`config.mk`:
```
export PLATFORM = sky130hd
export DESIGN_NAME = conv2d_control_unit
export DESIGN_NICKNAME = d
export VERILOG_FILES = /design/src/rtl/conv2d_control_unit.sv
export SDC_FILE = /design/constraint.sdc
export NUM_CORES = 1
export LEC_CHECK = 0
export ABC_AREA = 1
export CAP_MARGIN = 5
export CORE_UTILIZATION = 45
export DETAILED_ROUTE_END_ITERATION = 8
export PLACE_DENSITY = 0.73
export SYNTH_ARGS = -nofsm -noshare
export SYNTH_HDL_FRONTEND = slang
export SYNTH_SLANG_ARGS = --single-unit
```
`constraint.sdc`:
```
create_clock -name clk -period 11.2 [get_ports clk]
set_input_delay 1.12 -clock clk [delete_from_list [all_inputs] [get_ports clk]]
set_output_delay 1.12 -clock clk [all_outputs]
set_load 0.1 [all_outputs]
```
`src/rtl/conv2d_control_unit.sv`:
```
// conv2d_control_unit
// Sequencer in front of convolution_top. It runs one layer:
//   1. load the kernel words,
//   2. stream every input channel while accumulating with read-modify-write,
//   3. drain the finished output.
// It only counts handshake beats and never sees data.
//
// Ports:
//   clk, reset                 clock and synchronous active-high reset
//   start                      layer start pulse, sampled only in IDLE
//   Image_size, Channel_size   layer geometry, latched when start is accepted
//   kernel_wr_beat             one kernel word accepted (LOAD_KERNEL only)
//   in_beat                    one input pixel accepted (CONV only)
//   acc_wr_en                  one accumulated pixel written back (CONV/FLUSH)
//   out_beat                   one 64-bit output beat accepted (DRAIN only)
//   Load_kernel_BRAM           high while the kernel is being loaded
//   kernel_BRAM_counter_out    kernel word address, then the current channel
//   window_BRAM_counter_out    line-buffer column of the last accepted pixel
//   a_/b_output_BRAM_counter_out  accumulation write/read address
//                              (b counts output beats while draining)
//   in_row_counter/in_col_counter  position of the next input pixel
//   drain_active, drain_last   drain phase, and final drain beat pending
//   busy, done, cfg_err        status; done and cfg_err are one-cycle pulses
//
// Optional build macro CONV_CTRL_PERF_EN adds perf_stall_cycles[31:0].
// It counts idle cycles in CONV and in DRAIN.

module conv2d_control_unit #(
  parameter int ACC_LAT = 3,
  parameter int MAX_IMG = 128
) (
  input  logic        clk,
  input  logic        reset,
  input  logic        start,
  input  logic [7:0]  Image_size,
  input  logic [8:0]  Channel_size,
  input  logic        kernel_wr_beat,
  input  logic        in_beat,
  input  logic        acc_wr_en,
  input  logic        out_beat,
  output logic        Load_kernel_BRAM,
  output logic [7:0]  kernel_BRAM_counter_out,
  output logic [6:0]  window_BRAM_counter_out,
  output logic [13:0] a_output_BRAM_counter_out,
  output logic [13:0] b_output_BRAM_counter_out,
  output logic [7:0]  in_row_counter,
  output logic [7:0]  in_col_counter,
  output logic        drain_active,
  output logic        drain_last,
  output logic        busy,
  output logic        done,
  output logic        cfg_err
`ifdef CONV_CTRL_PERF_EN
  ,
  output logic [31:0] perf_stall_cycles
`endif
);

  // The lag counter must hold the worst-case distance between reads and
  // write-backs at the end of a layer.
  localparam int LAG_W = $clog2(ACC_LAT + MAX_IMG + 3);

  typedef enum logic [2:0] {
    S_IDLE,
    S_LOAD_KERNEL,
    S_CONV,
    S_FLUSH,
    S_DRAIN,
    S_DONE
  } state_t;

  state_t      state_q, state_d;
  logic [7:0]  img_q, img_d;
  logic [8:0]  ch_q, ch_d;
  logic        load_q, load_d;
  logic [7:0]  kcnt_q, kcnt_d;
  logic [6:0]  win_q, win_d;
  logic [13:0] a_q, a_d;
  logic [13:0] b_q, b_d;
  logic [7:0]  row_q, row_d;
  logic [7:0]  col_q, col_d;
  logic [LAG_W-1:0] lag_q, lag_d;
  logic        drain_active_q, drain_active_d;
  logic        drain_last_q, drain_last_d;
  logic        busy_q, busy_d;
  logic        done_q, done_d;
  logic        cfg_err_q, cfg_err_d;
`ifdef CONV_CTRL_PERF_EN
  logic [31:0] perf_q, perf_d;
`endif

  logic [7:0]  img_last;
  logic [7:0]  ch_last;
  logic [14:0] img_sq;
  logic [13:0] pix_last;
  logic [13:0] beat_last;
  logic        img_ok;
  logic        ch_ok;
  logic        lag_inc;
  logic        lag_dec;

  // Terminal values derived from the latched geometry.
  // Image_size^2 needs 15 bits so that 128*128 does not alias to 0.
  always_comb begin
    img_last  = img_q - 8'd1;
    ch_last   = 8'(ch_q - 9'd1);
    img_sq    = 15'(img_q) * 15'(img_q);
    pix_last  = 14'(img_sq - 15'd1);
    beat_last = 14'((img_sq >> 2) - 15'd1);
  end

  // Legality of the requested geometry, checked only when start arrives.
  always_comb begin
    img_ok = 1'b0;
    ch_ok  = 1'b0;
    case (Image_size)
      8'd4, 8'd8, 8'd16, 8'd32, 8'd64, 8'd128: img_ok = 1'b1;
      default:                                 img_ok = 1'b0;
    endcase
    if ({24'd0, Image_size} > 32'(MAX_IMG)) img_ok = 1'b0;
    case (Channel_size)
      9'd64, 9'd128, 9'd256: ch_ok = 1'b1;
      default:               ch_ok = 1'b0;
    endcase
  end

  // Outstanding read-modify-writes.
  // Reads are counted on in_beat and write-backs on acc_wr_en.
  // FLUSH waits for this to reach zero.
  always_comb begin
    lag_inc = (state_q == S_CONV) && in_beat;
    lag_dec = ((state_q == S_CONV) || (state_q == S_FLUSH)) && acc_wr_en &&
              ((lag_q != '0) || lag_inc);
  end

  always_comb begin
    state_d        = state_q;
    img_d          = img_q;
    ch_d           = ch_q;
    load_d         = load_q;
    kcnt_d         = kcnt_q;
    win_d          = win_q;
    a_d            = a_q;
    b_d            = b_q;
    row_d          = row_q;
    col_d          = col_q;
    lag_d          = lag_q;
    drain_active_d = drain_active_q;
    busy_d         = busy_q;
    done_d         = 1'b0;
    cfg_err_d      = 1'b0;
`ifdef CONV_CTRL_PERF_EN
    perf_d         = perf_q;
`endif

    case ({lag_inc, lag_dec})
      2'b10:   lag_d = lag_q + LAG_W'(1);
      2'b01:   lag_d = lag_q - LAG_W'(1);
      default: lag_d = lag_q;
    endcase

    case (state_q)
      S_IDLE: begin
        if (start) begin
          if (img_ok && ch_ok) begin
            state_d = S_LOAD_KERNEL;
            img_d   = Image_size;
            ch_d    = Channel_size;
            load_d  = 1'b1;
            busy_d  = 1'b1;
`ifdef CONV_CTRL_PERF_EN
            perf_d  = '0;
`endif
          end else begin
            cfg_err_d = 1'b1;
          end
        end
      end

      S_LOAD_KERNEL: begin
        if (kernel_wr_beat) begin
          // For 256 channels the terminal word is 255.
          // The 8-bit counter wraps to 0 on its own there.
          if (kcnt_q == ch_last) begin
            kcnt_d  = '0;
            load_d  = 1'b0;
            state_d = S_CONV;
          end else begin
            kcnt_d = kcnt_q + 8'd1;
          end
        end
      end

      S_CONV: begin
        if (in_beat) begin
          win_d = col_q[6:0];
          b_d   = (b_q == pix_last) ? '0 : b_q + 14'd1;
          if (col_q == img_last) begin
            col_d = '0;
            row_d = (row_q == img_last) ? '0 : row_q + 8'd1;
            if (row_q == img_last) begin
              // Last pixel of a channel: advance to the next kernel.
              if (kcnt_q == ch_last) begin
                kcnt_d  = '0;
                state_d = S_FLUSH;
              end else begin
                kcnt_d = kcnt_q + 8'd1;
              end
            end
          end else begin
            col_d = col_q + 8'd1;
          end
        end
      end

      S_FLUSH: begin
        // Every read of the final channel must be written back
        // before the accumulation BRAM can be drained.
        if ((a_q == '0) && (lag_q == '0)) begin
          b_d            = '0;
          drain_active_d = 1'b1;
          state_d        = S_DRAIN;
        end
      end

      S_DRAIN: begin
        if (out_beat) begin
          if (drain_last_q) begin
            state_d        = S_DONE;
            done_d         = 1'b1;
            drain_active_d = 1'b0;
            img_d          = '0;
            ch_d           = '0;
            kcnt_d         = '0;
            win_d          = '0;
            a_d            = '0;
            b_d            = '0;
            row_d          = '0;
            col_d          = '0;
            lag_d          = '0;
          end else begin
            b_d = b_q + 14'd1;
          end
        end
      end

      S_DONE: begin
        state_d = S_IDLE;
        busy_d  = 1'b0;
      end

      default: state_d = S_IDLE;
    endcase

    // The write address advances through CONV and through the FLUSH tail.
    if (((state_q == S_CONV) || (state_q == S_FLUSH)) && acc_wr_en) begin
      a_d = (a_q == pix_last) ? '0 : a_q + 14'd1;
    end

    // Registered from the next-state values.
    // drain_last is therefore high exactly while b sits on the final beat.
    drain_last_d = (state_d == S_DRAIN) && (b_d == beat_last);

`ifdef CONV_CTRL_PERF_EN
    if ((((state_q == S_CONV) && !in_beat) || ((state_q == S_DRAIN) && !out_beat)) &&
        (perf_q != 32'hFFFF_FFFF)) begin
      perf_d = perf_q + 32'd1;
    end
`endif
  end

  always_ff @(posedge clk) begin
    if (reset) begin
      state_q        <= S_IDLE;
      img_q          <= '0;
      ch_q           <= '0;
      load_q         <= 1'b0;
      kcnt_q         <= '0;
      win_q          <= '0;
      a_q            <= '0;
      b_q            <= '0;
      row_q          <= '0;
      col_q          <= '0;
      lag_q          <= '0;
      drain_active_q <= 1'b0;
      drain_last_q   <= 1'b0;
      busy_q         <= 1'b0;
      done_q         <= 1'b0;
      cfg_err_q      <= 1'b0;
`ifdef CONV_CTRL_PERF_EN
      perf_q         <= '0;
`endif
    end else begin
      state_q        <= state_d;
      img_q          <= img_d;
      ch_q           <= ch_d;
      load_q         <= load_d;
      kcnt_q         <= kcnt_d;
      win_q          <= win_d;
      a_q            <= a_d;
      b_q            <= b_d;
      row_q          <= row_d;
      col_q          <= col_d;
      lag_q          <= lag_d;
      drain_active_q <= drain_active_d;
      drain_last_q   <= drain_last_d;
      busy_q         <= busy_d;
      done_q         <= done_d;
      cfg_err_q      <= cfg_err_d;
`ifdef CONV_CTRL_PERF_EN
      perf_q         <= perf_d;
`endif
    end
  end

  assign Load_kernel_BRAM          = load_q;
  assign kernel_BRAM_counter_out   = kcnt_q;
  assign window_BRAM_counter_out   = win_q;
  assign a_output_BRAM_counter_out = a_q;
  assign b_output_BRAM_counter_out = b_q;
  assign in_row_counter            = row_q;
  assign in_col_counter            = col_q;
  assign drain_active              = drain_active_q;
  assign drain_last                = drain_last_q;
  assign busy                      = busy_q;
  assign done                      = done_q;
  assign cfg_err                   = cfg_err_q;
`ifdef CONV_CTRL_PERF_EN
  assign perf_stall_cycles         = perf_q;
`endif

endmodule

```
### Word-level counts from Yosys, hierarchy flattened

Index checks and enable logic that the tools add are counted.

* flip-flop bits (word level): 92
* latch bits: 0
* RAM bits: 0
* bits in read-only memories: 0
* input bits: 24
* word-level logic and storage cells: 168
* memories kept: 0

* add/subtract/negate cells: 11
* $mul: 1
* divide/modulo/power cells: 0
* magnitude comparators: 1
* equal/unequal tests: 33
* shift-type cells: 0
* mux-type cells: 69
* bitwise logic cells: 4
* reductions and logical operators: 33

Operators with widths (number)
* $mux W8: 21
* $mux W14: 10
* $pmux W8 S2: 5
* $eq A14 B14 Y1: 3
* $pmux W14 S3: 1
* $mux W3: 11
* $add A8 B1 Y8 const B: 4
* $add A14 B1 Y14 const B: 2
* $eq A8 B8 Y1: 3
* $pmux W8 S3: 1
* $sub A8 B1 Y8 const B: 3
* $mux W7: 3
* $ne A2 B2 Y1 const B: 10
* $reduce_bool A2 Y1: 8
* $mul A8 B8 Y15: 1
* $pmux W3 S5: 1
* $reduce_and A5 Y1: 3
* $logic_not A14 Y1: 1
* $pmux W7 S2: 1
* $sub A13 B1 Y14 const B: 1
* $sub A14 B1 Y14 const B: 1
* $mux W1: 12
* $eq A3 B3 Y1 const B: 3
* $eq A9 B7 Y1 const B: 1
* 26 further kinds: 42

### Longest topological paths before layout

* word-level depth: 10
* mapped depth: 38
* depth with buffers taken out: 36

### Worst setup path after synthesis

Ideal clock, no wire load.

* path kind: reg-to-reg
* start point: register img_q[5]
* end point: register drain_last_q (netlist: drain_last)
* library setup time: 0.110 ns
* arrival: 4.980 ns
* required time: 11.090 ns
* path slack: 6.110 ns
* cell stages (with the launch flop): 34
* buffers on the path: 2
* path through: dfxtp_1 clkbuf_1 nand2_1 fa_1 fa_1 fa_1 fa_1 inv_1 ha_1 nand2_1 inv_1 a21oi_2 nand2_1 nand2_1 nand2_4 inv_4 nand2_2 nor2_4 nand3_2 nand2_2 nand2_1 nand2_2 nand3_4 buf_8 nand2_1 nand2_1 nand2_1 nand2_1 nand2_1 inv_2 nand2_1 nor2_1 nand2_1 nor2_1

* cells in the longest elaborated chain, start to end: 8
* elaborated cells between the ends (all ways): 17
* those cells by class: 3 x add/sub; 1 x mul; 5 x eq/ne; 7 x mux; 1 x reduce/logical

Ends and longest elaborated chain
* from (decl): RTL line 73 `logic [7:0] img_q, img_d;`
* from (signal assigned): RTL line 295 `img_q <= img_d;`
* $mul A8 B8 Y15 / $sub A8 B1 Y8 (equally long branches): RTL line 107, 105
* $sub A14 B1 Y14 / $eq A8 B8 Y1 (equally long branches): RTL line 108, 201
* $eq A14 B14 Y1 / $mux W3 (equally long branches): RTL line 197, 201
* $mux W14 / $mux W3 (equally long branches): RTL line 197, 198
* $mux W14 / $mux W3 (equally long branches): RTL line 195 `if (in_beat) begin`
* $pmux W14 S3 / $pmux W3 S5 (equally long branches): RTL line 162 `case (state_q)`
* $eq A14 B14 Y1 / $eq A3 B3 Y1 (equally long branches): RTL line 262 `drain_last_d = (state_d == S_DRAIN) && (b_d == beat_last);`
* $logic_and A1 B1 Y1 *: RTL line 262
* to (signal assigned): RTL line 306 `drain_last_q <= drain_last_d;`
* to (decl): RTL line 84 `logic drain_last_q, drain_last_d;`

Mark *: on every way between the ends. The rest lies on a longest branch, timed or not.
A chain may end at the register's enable or synchronous reset.

### Worst setup path in the final report

* start point: register img_q[0]
* end point: register drain_last_q (netlist: drain_last)

The elaborated chain is that of the path after synthesis.

==> summary.txt <==
Synthesized Nets - 1,464
CTS buffer count - 9
Arrival @ worst endpoint - 5.86 ns
Top cell type's share of synthesized area - 21.6%
Slowest stage cell, crit path - dfxtp_1
# clock sinks - 92
Leakage power - 4.52 nW
Share of cells above drive strength 1 - 5.24%
CTS tree - yes
Worst setup margin - 5.60 ns
Post-detail-place hpwl - 18,600 um
Cells after synthesis - 1,371
Design area - 9850 um^2
Synth cell types - 48
Layout Nets - 1,537
Delay of the slowest cell on the worst path - 0.72 ns
Ports - 89
Achievable frequency - 179 MHz
Status - finished, final reports clean
Via-per-instance ratio - 5.22
Total global routing overflow - 0
Layout Utilization - 53.9%
Slew HR - 30.4%
Gr usage total - 24.6%
Fin crit share - 50.0%
Post-CTS sizing - 0
Post-synthesis cell area - 8510 um^2
Final TNS setup - 0 ns
EDFF count, synth - 0
DRC - 0
Pre-CTS setup slack - 5.60 ns
Commonest cells after routing, fill and taps aside - nand2_1, inv_1, nor2_1
Hold_buf cts - 0
First-pass GRT wire length - 38,800 um
Area delta synth->final - 15.6%
Clock skew - 0.0123 ns
Syn_area_per_cell - 6.21 um^2
Finish-stage setup viols - 0
Slew @ Worst Pin - 1.02 ns
Yosys warning count - 0
Worst Hold Class - flip-flop to flip-flop
#FFs+latches synth - 92
DIE AREA - 19,500 um^2
Wire per inst - 13.9 um
Initial Utilization - 46.6%
Initial antenna violation count - 0
Tmin final - 5.60 ns
CP max FO - 14
Post-synth ARST share - 0%
Crit path capture type - flip-flop
Via count - 8,766
Top cell type by total area after synthesis - dfxtp_1
Final slew viol count - 0
Placeable Area - 18,300 um^2
PortBufs - 88
Max Buffers Root-to-Sink - 2
ANT cells - 0
Largest cells by area after synthesis - dfxtp_1, nand2_1, inv_1, nand3_1, nor2_1
CP Class - flip-flop to flip-flop
VDD IR max - 0.0613 mV
# H-tree levels - 3
Sequential area share after synthesis - 21.6%
Main synth FF type - dfxtp_1
Setup Buffers After CTS - 0
Root Driver - clkbuf_16
Placed inst area - 9570 um^2
Latest clock arrival within the worst-skew pair - 0.36 ns
Initial DRT Pass Iterations - 5
Largest net degree at the start of global routing - 60
Startpoint types - flip-flop
Final hold vios - 0
Hold WS - 0.464 ns
Vias in the first global route - 8,032
Post-route ant nets - 0
GP Congestion - 0.947
Die width - 140 um
Most common cell after layout, fill and taps aside - nand2_1
Number of DRC markers in iteration 0 - 820
PwrDens - 65.3 nW/um^2
Crit path top cell by count - nand2_1
Req. time, crit path - 11.46 ns
Clock transition at path regs - 0.07 ns
DRT Wirelength - 23,400 um
MaxCap Viol Count - 0
RSZ-0062 raised after global routing - false
Die Ht - 140 um
Row count - 49
==> path summary, 6_finish.rpt <==
path                            slack (ns)  depth (start not counted)                               startpoint                                      end
worst max-delay path                  5.60                         32                    img_q[0]$_SDFFE_PP0P_                    drain_last$_SDFF_PP0_
worst min-delay path                  0.46                          2  window_BRAM_counter_out[6]$_SDFFE_PP0P_  window_BRAM_counter_out[6]$_SDFFE_PP0P_
worst max register to register        5.60                         32                    img_q[0]$_SDFFE_PP0P_                    drain_last$_SDFF_PP0_
worst min register to register        0.46                          2  window_BRAM_counter_out[6]$_SDFFE_PP0P_  window_BRAM_counter_out[6]$_SDFFE_PP0P_
==> power by group <==
group / internal [mW] / leakage (nW) / switching (mW)
logic: 0.00941 / 3.65 / 0.0134
registers: 0.327 / 0.741 / 0.0000510
clock network: 0.152 / 0.125 / 0.141
==> final cells by class <==
class                           instances  area (um^2)
Fill cell                            1755         8420
Multi-Input combinational cell       1039         5750
Sequential cell                        92         1840
Timing Repair Buffer                   91          898
Inverter                              211          795
Tap cell                              229          287
Clock buffer                           10          229
Clock inverter                          6         48.8
==> logic make-up after synthesis <==
kind of cell             count (synthesis)  synth area share (%)
flip-flops                              92                  21.6
adder cells (fa/ha/maj)                 69                  12.2
AND/OR/NAND/NOR                        748                  38.5
buffers and inverters                  240                  10.9
AO/OA/AOI/OAI                          159                  10.3
XOR/XNOR                                63                  6.48
==> cells in the mapped netlist (all sizes together), types with 15 or more instances <==
master and number:
nand3 127, fa 23, xor2 43, clkbuf 19, xnor2 20, o21ai 49
a21oi 80, inv 205, nor2 168, ha 46, nand2 369, nor3 34
nand4 15, dfxtp 92
==> through the flow <==
stage | power (mW) | std cells
finish | 0.643 | 1678
global route | 0.660 | 1678
CTS | 0.646 | 1678
detailed placement | 0.357 | 1662
global placement | 0.357 | 1662
floorplan | 0.344 | 1371
==> critical path: cells and delay by family, from the launching register on <==
family,cells,cell delay [ns]
and+or+nand+nor,24,2.27
DFF,1,0.72
AOI/OAI and AO/OA,2,0.50
buffers and inverters,2,0.08
adders and majority gates,4,1.90
==> flip-flops by register name, indices dropped and copies added, names as in the netlist, 3 cells and up <==
signal / cells
in_col_counter: 8
state_q: 3
window_BRAM_counter_out: 7
kernel_BRAM_counter_out: 8
a_output_BRAM_counter_out: 14
ch_q: 8
img_q: 8
b_output_BRAM_counter_out: 14
lag_q: 8
in_row_counter: 8
==> per-layer routing <==
metal	vias up	wire length [um]	track usage, %
met5	-	0	0
met1	3954	11100	33.7
met3	24	1570	4.54
met4	0	418	7.29
li1	4525	-	-
met2	263	10300	39.3
(Power assumes the default switching activity.)
==> RTL edit (same settings) <==
Remove the register `cfg_err_q`: a continuous assignment takes its place, so the output `cfg_err` follows one clock earlier.
--- a/src/rtl/conv2d_control_unit.sv
+++ b/src/rtl/conv2d_control_unit.sv
@@ -286,7 +286,6 @@
       drain_last_q   <= 1'b0;
       busy_q         <= 1'b0;
       done_q         <= 1'b0;
-      cfg_err_q      <= 1'b0;
 `ifdef CONV_CTRL_PERF_EN
       perf_q         <= '0;
 `endif
@@ -306,12 +305,13 @@
       drain_last_q   <= drain_last_d;
       busy_q         <= busy_d;
       done_q         <= done_d;
-      cfg_err_q      <= cfg_err_d;
 `ifdef CONV_CTRL_PERF_EN
       perf_q         <= perf_d;
 `endif
     end
   end
+
+  assign cfg_err_q = cfg_err_d;
 
   assign Load_kernel_BRAM          = load_q;
   assign kernel_BRAM_counter_out   = kcnt_q;
Behaviour: not the same (Yosys sat finds a counterexample within 4 cycles, from zero or initial values and one cycle with reset high).
==> RTL edit against the unedited design <==
- sequential cell count shrank 1
- area after synthesis shrank 0.37%
- setup slack lost 0.21 ns
- critical endpoint is now a_output_BRAM_counter_out[6]
- design area shrank 0.48%
- total power grew 2.4%
- routed wire length grew 1.3%
- combinational power grew 2%
==> RTL edit: results <==
metrics = {
    "placement": {
        "dp_hpwl_um": 18400,
        "pre_cts_slack_ns": 5.46,
        "gp_congestion": 0.974,
        "placed_area_sq_mm": 0.00952,
    },
    "setup_path": {
        "reg2reg_slack_ns": 5.39,
        "arrival_ns": 6.02,
        "rr_worst_depth": 23,
        "cp_top_family": "adder cells",
    },
    "floorplan": {
        "die_area_sq_mm": 0.0194,
    },
    "power": {
        "vdd_ir_drop_max_mv": 0.0769,
        "clock_power_uw": 312,
        "p_seq_share_pct": 49.1,
    },
    "global_route": {
        "met1_usage_pct": 33.5,
        "grt_max_degree": 61,
        "grt_pass1_vias": 8144,
        "use_met2_pct": 39.9,
        "antenna_found_initial": 0,
        "met3_usage_pct": 4.40,
        "grt_pass1_wl_um": 39300,
    },
    "drt": {
        "route.met3.wl_um": 1840,
        "wl_per_cell_um": 14.3,
        "wl_met1_um": 10700,
        "vias_per_cell": 5.34,
        "wl_um": 23700,
        "drt_iter0_markers": 654,
    },
    "status": {
        "outcome": "complete, no violations",
    },
    "layout": {
        "drive_gt1_share_pct": 3.78,
        "num-nets-final": 1519,
    },
    "sta": {
        "tightest_slew_ns": 1.09,
        "hold_slack_ns": 0.468,
        "skew_ns": 0.00934,
    },
    "yosys": {
        "avgSynthCellArea_sq_um": 6.25,
    },
    "min_path": {
        "min_from": "window_BRAM_counter_out[4]",
    },
}
## RTL edit: cell types whose count changed in the layout (fill, tap and decap cells not counted), sizes merged, moves of 5 or more
cell / unedited run / this run
a21oi: 80 / 67
o21ai: 49 / 57
nand3: 127 / 113
xor2: 43 / 50
nand2: 369 / 340
a22oi: 0 / 9
nand4: 15 / 26
a211oi: 3 / 8
## RTL edit: logic make-up (layout without fill, tap and decap cells)
logic type                 Yosys count  after routing  synth area share, %
and+or+nand+nor                    721            721                 37.2
buffers and inverters              239            311                 10.8
AOI/OAI and AO/OA                  167            167                 11.1
DFF                                 91             91                 21.5
xor gates and xnor gates            70             70                 7.23
adders and majority gates           69             69                 12.2
## RTL edit: area by class of cell
class                           count  area [sq um]
Multi-Input combinational cell   1027          5750
Tap cell                          229           287
Clock inverter                      4          51.3
Timing Repair Buffer               89           883
Inverter                          208           781
Sequential cell                    91          1820
Fill cell                        1782          8410
Clock buffer                       10           229
